**config.mk**
```make
export PLATFORM = sky130hd
export DESIGN_NAME = data_repeater_arb
export DESIGN_NICKNAME = d
export VERILOG_FILES = /design/src/rtl/data_repeater_pkg.sv /design/src/rtl/repeater_skid_buf.sv /design/src/rtl/data_repeater_arb.sv
export SDC_FILE = /design/constraint.sdc
export NUM_CORES = 1
export LEC_CHECK = 0
export CORE_MARGIN = 5
export CORE_UTILIZATION = 49
export DETAILED_ROUTE_END_ITERATION = 10
export GPL_TIMING_DRIVEN = 0
export MAX_ROUTING_LAYER = met4
export PLACE_DENSITY = 0.87
export SYNTH_ARGS = -nofsm -noshare
export SYNTH_HDL_FRONTEND = slang
export SYNTH_SLANG_ARGS = --single-unit
```
**constraint.sdc**
```tcl
create_clock -name clk_i -period 3.9 [get_ports clk_i]
set_input_delay 0.39 -clock clk_i [delete_from_list [all_inputs] [get_ports clk_i]]
set_output_delay 0.39 -clock clk_i [all_outputs]
set_load 0.05 [all_outputs]
```
**src/rtl/data_repeater_pkg.sv**
```systemverilog
// Shared definitions for the data repeater arbiter.
//   - parameter defaults for word width, channel count and burst length
//   - arbiter state encoding
//   - channel-index width helper (at least one bit, even for tiny N_CH)
package data_repeater_pkg;

  localparam int DEF_DATA_W = 32;
  localparam int DEF_N_CH   = 4;
  localparam int DEF_BURST  = 16;

  typedef enum logic {
    IDLE,
    GRANT
  } arb_state_e;

  function automatic int ch_width(input int n);
    return (n > 2) ? $clog2(n) : 1;
  endfunction

endpackage

```
**src/rtl/repeater_skid_buf.sv**
```systemverilog
// Two-entry output buffer with same-cycle bypass.
// A word arriving on in_* can leave on out_* in the same cycle when the
// buffer is empty; otherwise it is stored behind the current head.
// Ports:
//   clk_i, reset_n_i   clock, synchronous active-low reset
//   in_valid_i/in_dat_i incoming word (landing source read)
//   out_ready_i        consumer accepts head this cycle
//   out_valid_o/out_dat_o head of queue (stored entry or bypassed input)
//   count_o            number of stored entries (0..2)
module repeater_skid_buf #(
  parameter int W = 34
) (
  input  logic         clk_i,
  input  logic         reset_n_i,
  input  logic         in_valid_i,
  input  logic [W-1:0] in_dat_i,
  input  logic         out_ready_i,
  output logic         out_valid_o,
  output logic [W-1:0] out_dat_o,
  output logic [1:0]   count_o
);

  logic [W-1:0] slot0;
  logic [W-1:0] slot1;
  logic [1:0]   cnt;
  logic         pop;
  logic         pop_stored;
  logic         push;
  logic         wr_slot1;

  always_comb begin
    out_valid_o = (cnt != 2'd0) || in_valid_i;
    out_dat_o   = (cnt != 2'd0) ? slot0 : in_dat_i;
    pop         = out_valid_o && out_ready_i;
    pop_stored  = pop && (cnt != 2'd0);
    // an incoming word consumed directly by the bypass is never stored
    push        = in_valid_i && !(pop && (cnt == 2'd0));
    // new word goes behind whatever remains after this cycle's pop
    wr_slot1    = pop_stored ? (cnt == 2'd2) : (cnt == 2'd1);
    count_o     = cnt;
  end

  always_ff @(posedge clk_i) begin
    if (!reset_n_i) begin
      cnt   <= '0;
      slot0 <= '0;
      slot1 <= '0;
    end else begin
      cnt <= cnt - {1'b0, pop_stored} + {1'b0, push};
      if (pop_stored) slot0 <= slot1;
      // a push into slot0 deliberately overrides the shift above
      if (push) begin
        if (wr_slot1) slot1 <= in_dat_i;
        else          slot0 <= in_dat_i;
      end
    end
  end

endmodule

```
**src/rtl/data_repeater_arb.sv**
```systemverilog
// Round-robin repeater: moves words from N_CH source FIFOs into one
// destination FIFO, up to BURST words per grant, tagging each word with
// its source channel.
// Ports:
//   clk_i, reset_n_i  clock, synchronous active-low reset
//   enable_i          permits new grants (drop ends the current grant)
//   ch_mask_i         per-channel enable
//   src_empty_i       source FIFO empty flags
//   src_dat_i         source data, channel k at [k*DATA_W +: DATA_W]
//   src_read_o        source read strobes (one-hot or zero)
//   dst_full_i        destination FIFO full
//   dst_write_o       destination write strobe
//   dst_dat_o         destination data
//   dst_ch_o          source channel of dst_dat_o
//   busy_o            granted, or words buffered / in flight
module data_repeater_arb
  import data_repeater_pkg::*;
#(
  parameter  int DATA_W = DEF_DATA_W,
  parameter  int N_CH   = DEF_N_CH,
  parameter  int BURST  = DEF_BURST,
  localparam int CH_W   = ch_width(N_CH)
) (
  input  logic                   clk_i,
  input  logic                   reset_n_i,
  input  logic                   enable_i,
  input  logic [N_CH-1:0]        ch_mask_i,
  input  logic [N_CH-1:0]        src_empty_i,
  input  logic [N_CH*DATA_W-1:0] src_dat_i,
  output logic [N_CH-1:0]        src_read_o,
  input  logic                   dst_full_i,
  output logic                   dst_write_o,
  output logic [DATA_W-1:0]      dst_dat_o,
  output logic [CH_W-1:0]        dst_ch_o,
  output logic                   busy_o
);

  localparam int          ENT_W  = DATA_W + CH_W;
  localparam int unsigned NCH_U  = N_CH;

  arb_state_e        state;
  logic [CH_W-1:0]   ch;
  logic [CH_W-1:0]   ptr;
  logic [7:0]        count;
  logic              infl;
  logic [CH_W-1:0]   infl_ch;

  logic [N_CH-1:0]   avail_vec;
  logic              found;
  logic [CH_W-1:0]   pick;
  logic [1:0]        buf_cnt;
  logic [1:0]        occ;
  logic              head_valid;
  logic [ENT_W-1:0]  head;
  logic [ENT_W-1:0]  land;
  logic              cur_ok;
  logic              room;
  logic              rd;
  logic              wr;
  logic              last;

  always_comb begin : rr_search
    int unsigned idx;
    avail_vec = ch_mask_i & ~src_empty_i;
    found     = 1'b0;
    pick      = '0;
    idx       = 0;
    for (int unsigned i = 1; i <= NCH_U; i++) begin
      idx = (32'(ptr) + i) % NCH_U;
      if (!found && avail_vec[CH_W'(idx)]) begin
        found = 1'b1;
        pick  = CH_W'(idx);
      end
    end
  end

  always_comb begin
    cur_ok      = ch_mask_i[ch] && !src_empty_i[ch] && enable_i;
    occ         = buf_cnt + {1'b0, infl};
    wr          = head_valid && !dst_full_i;
    // a full buffer may still accept a read when a word leaves this cycle
    room        = (occ != 2'd2) || wr;
    rd          = (state == GRANT) && cur_ok && room;
    last        = (count == 8'(BURST - 1));
    src_read_o  = rd ? (N_CH'(1) << ch) : '0;
    land        = {infl_ch, src_dat_i[int'(infl_ch) * DATA_W +: DATA_W]};
    dst_write_o = wr;
    dst_dat_o   = head_valid ? head[DATA_W-1:0] : '0;
    dst_ch_o    = head_valid ? head[ENT_W-1:DATA_W] : '0;
    busy_o      = (state == GRANT) || (occ != 2'd0);
  end

  repeater_skid_buf #(
    .W (ENT_W)
  ) u_buf (
    .clk_i       (clk_i),
    .reset_n_i   (reset_n_i),
    .in_valid_i  (infl),
    .in_dat_i    (land),
    .out_ready_i (!dst_full_i),
    .out_valid_o (head_valid),
    .out_dat_o   (head),
    .count_o     (buf_cnt)
  );

  // The grant ends on the cycle of its last read, so the next arbitration
  // happens in the immediately following cycle.
  always_ff @(posedge clk_i) begin
    if (!reset_n_i) begin
      state   <= IDLE;
      ptr     <= CH_W'(N_CH - 1);
      ch      <= '0;
      count   <= '0;
      infl    <= 1'b0;
      infl_ch <= '0;
    end else begin
      infl <= rd;
      if (rd) infl_ch <= ch;
      case (state)
        IDLE: begin
          if (found && enable_i) begin
            state <= GRANT;
            ch    <= pick;
            count <= '0;
          end
        end
        GRANT: begin
          if (!cur_ok) begin
            state <= IDLE;
            ptr   <= ch;
          end else if (rd) begin
            count <= count + 8'd1;
            if (last) begin
              state <= IDLE;
              ptr   <= ch;
            end
          end
        end
        default: state <= IDLE;
      endcase
    end
  end

endmodule

```
==> impl_results.md <==
- Initial antenna violation count: 0
- # IOs: 180
- Netlist Area Pre-Place: 4890 µm²
- Hold Path Origin: u_buf.slot1[29]
- Gr ovfl total: 0
- Area grow syn2layout: 43.7%
- Vias per cell: about 6.0
- Fin crit share: between 90% and 100%
- Hold EP: u_buf.slot1[29]
- Reg2reg end: u_buf.slot0[19]
- Pin count of the biggest net entering global routing: 17
- Setup Viol. Count Final: 0
- Worst Setup End Kind: primary output
- Clk buf depth: 2
- Biggest cell delay along the critical path: roughly 0.7 ns
- Hold crit path type: reg2reg
- Fmax: between 200 and 300 MHz
- Synth top area share: a little over a third
- Mean Syn Cell Area: slightly above 9 µm²
- Commonest cells after routing, fill and taps aside: clkdlybuf4s50_1 (178), nand2_1 (86), dfxtp_1 (86)
- Vias in the first global route: around 5200
- Initial drt markers: 291
- Post-CTS setup buffer count: 0
- Critical path data arrival time: between 3 and 4 ns
- Ys async rst share: 0%
- Yosys warns: 0
- Post_cts resized: 0
- Synth unique cells: between 40 and 50
- Layout Nets: ~860
- Drt drc: 0
- Final Max Slew Viols: 0
- Clock Skew: 0.0101 ns
- Worst reg2reg path depth: 13
- Die Width: ~110 µm
- Critical Path RT: 3.51 ns
- Max-slew headroom: ~54%
- Pwr/cell area: ~300 nW/µm²
- Worst-Skew Late Latency: roughly 0.37 ns
- Setup TNS: 0 ns
- Height of the die: roughly 110 µm
- Fill cells: about 730
- CTS tree: done
- Worst setup path class: reg2out
- CP max-delay cell: clkdlybuf4s50_1
- Reg power frac: roughly 42%
- Synthesized flop and latch total: 86
- Cells taking the most area after synthesis: dfxtp_1 (35%), mux4_2 (15%), mux2i_1 (7.4%)
- Hold buffers post-CTS: 0
- Detail Route Antenna Nets: 0
- DR vias: ~5100
- Int Pwr: ~1.4 mW
- Top delay family on crit path: buffers and inverters
- Hold Violations, Final: 0
- Die area: roughly 12000 µm²
- Max cap viols: 0
- P_sw: roughly 0.7 mW
- Layout cells sized above 1: 8.70%
- Root buffer cell: clkbuf_8
- CP cell instances: clkbuf_1 -> clkbuf_1 -> mux4_2 -> a22o_1 -> clkdlybuf4s50_1
- DP HPWL: 12.2 mm
- Post-Syn Nets: 674
- Antenna Cells: 0
- Most common cell after layout, fill and taps aside: clkdlybuf4s50_1
- Clock power share: between 20% and 30%
- EDFF count, synth: 0
- Crit path from: infl_ch[1]
- Crit-path most repeated cell: clkbuf_1
- Comb pwr share: between 20% and 30%
- Final WL: 16.0 mm
- Synth Instances: 530
- Start of the worst register-to-register path: u_buf.count_o[1]
- Worst Path Max Fanout: 10
- Worst Path Buf+Inv: 3
- Global Route Usage Sum: between 20% and 30%
- Clock sinks: 86
- Clock H-tree levels: 3
- Hold Path Depth: 2
- Core Area: a little under 10000 µm²
- Std-Cell Rows: 36
- TritonCTS buffer count: 9
- Initial Utilization: ~50%
- Pleak: approximately 2.7 nW
- Unrepaired setup endpoints after global routing: no
- Clock slew at reported path FFs: ~0.09 ns
- Gpl congestion: between 0.8 and 0.9
- Worst-Margin Slew: slightly below 0.7 ns
- Reg2Reg Setup Slack: about 0.55 ns
- Min Clock Period, post-route: 3.54 ns
- Main flop type after synthesis: dfxtp_1
- First-pass GRT wire length: roughly 24 mm
- Input/output buffers: approximately 180
- Status: finished, final reports clean
- VDD IR max: 243 µV
- CP Launch Type: flip-flop
- Sw Ratio: 32.9%
- WHS: roughly 0.46 ns
- Sequential element share of the synthesized area: around a third
- Area leader, netlist: dfxtp_1
- DR WL/cell: around 19 µm
- Initial DRT Pass Iterations: 7
[registers in the layout, indices dropped and copies added (netlist names)]
| signal | cells |
|---|---|
| u_buf.slot1 | 34 |
| state | 1 |
| infl_ch | 2 |
| u_buf.count_o | 2 |
| u_buf.slot0 | 34 |
| ch | 2 |
| ptr | 2 |
| count | 8 |
| infl | 1 |
[cell type report]
class	instances	area (µm²)	area share (%)
clock buffer	10	138	1.96
clock inverter	6	53.8	0.765
multi-input combinational	387	2930	41.6
inverter	7	26.3	0.374
buffer	50	216	3.08
sequential	86	1720	24.5
timing repair buffer	178	1780	25.3
tap	133	166	2.37
[how the worst max path moves through the flow]
stage / to / slack (ns) / cells after the start
2_1_floorplan: src_read_o[2] / 0.97 / 6
3_3_place_gp: src_read_o[2] / 0.65 / 7
3_5_place_dp: src_read_o[2] / 0.56 / 7
4_1_cts: dst_dat_o[15] / 0.39 / 5
5_1_grt: u_buf.slot0[31] / 0.25 / 13
6_report: dst_dat_o[26] / 0.36 / 5
[power groups by stage]
stage / Sequential (mW) / Clock (mW) / Combinational, mW
after CTS: 0.906 / 0.618 / 0.608
after floorplan: 0.923 / 0 / 0.348
after global placement: 0.925 / 0 / 0.585
after detailed placement: 0.926 / 0 / 0.605
after global routing: 0.909 / 0.668 / 0.645
final: 0.906 / 0.621 / 0.612
[per-stage QoR]
step / area [µm²] / power, mW / utilization, % / instances / setup WS (ns)
2_1_floorplan: 4890 / 1.27 / - / 530 / 0.967
3_3_place_gp: 6840 / 1.51 / 70.0 / 841 / 0.651
3_5_place_dp: 6840 / 1.53 / 70.0 / 841 / 0.564
4_1_cts: 7030 / 2.13 / 72.0 / 857 / 0.388
5_1_grt: 7030 / 2.22 / 72.0 / 857 / 0.254
6_report: 7030 / 2.14 / 72.0 / 857 / 0.363
[worst min-delay path, delay by kind of cell (launching register included)]
| kind | cells | cell delay [ns] |
|---|---|---|
| DFF | 1 | 0.32 |
| and+or+nand+nor | 1 | 0.05 |
| AOI/OAI and AO/OA | 1 | 0.05 |
[metal layers]
metal	track usage [%]	share of wire, %	up-vias
met2	44.9	51	246
met1	29.8	38	2490
met5	-	0	-
met4	12.6	3.0	0
li1	-	-	2336
met3	4.40	7.8	36
[synth_stat cells (4+ instances only)]
cell	n
a211oi_1	34
a21oi_1	39
a22o_1	33
and3_1	7
buf_1	5
buf_2	8
clkbuf_1	33
dfxtp_1	86
ha_1	4
inv_1	7
mux2i_1	36
mux4_2	33
nand2_1	86
nand2b_1	7
nand3_1	7
nor2_1	45
o21ai_0	11
[kinds of logic after synthesis]
kind of cell / after synthesis / synth area share, %
flip-flops: 86 / 35.2
AND/OR/NAND/NOR: 172 / 15.5
adder cells (fa/ha/maj): 4 / 1.02
multiplexers: 69 / 22.6
AO/OA/AOI/OAI: 138 / 20.1
buffers and inverters: 57 / 4.96
XOR/XNOR: 4 / 0.716
Power figures use the tool's default switching activity.
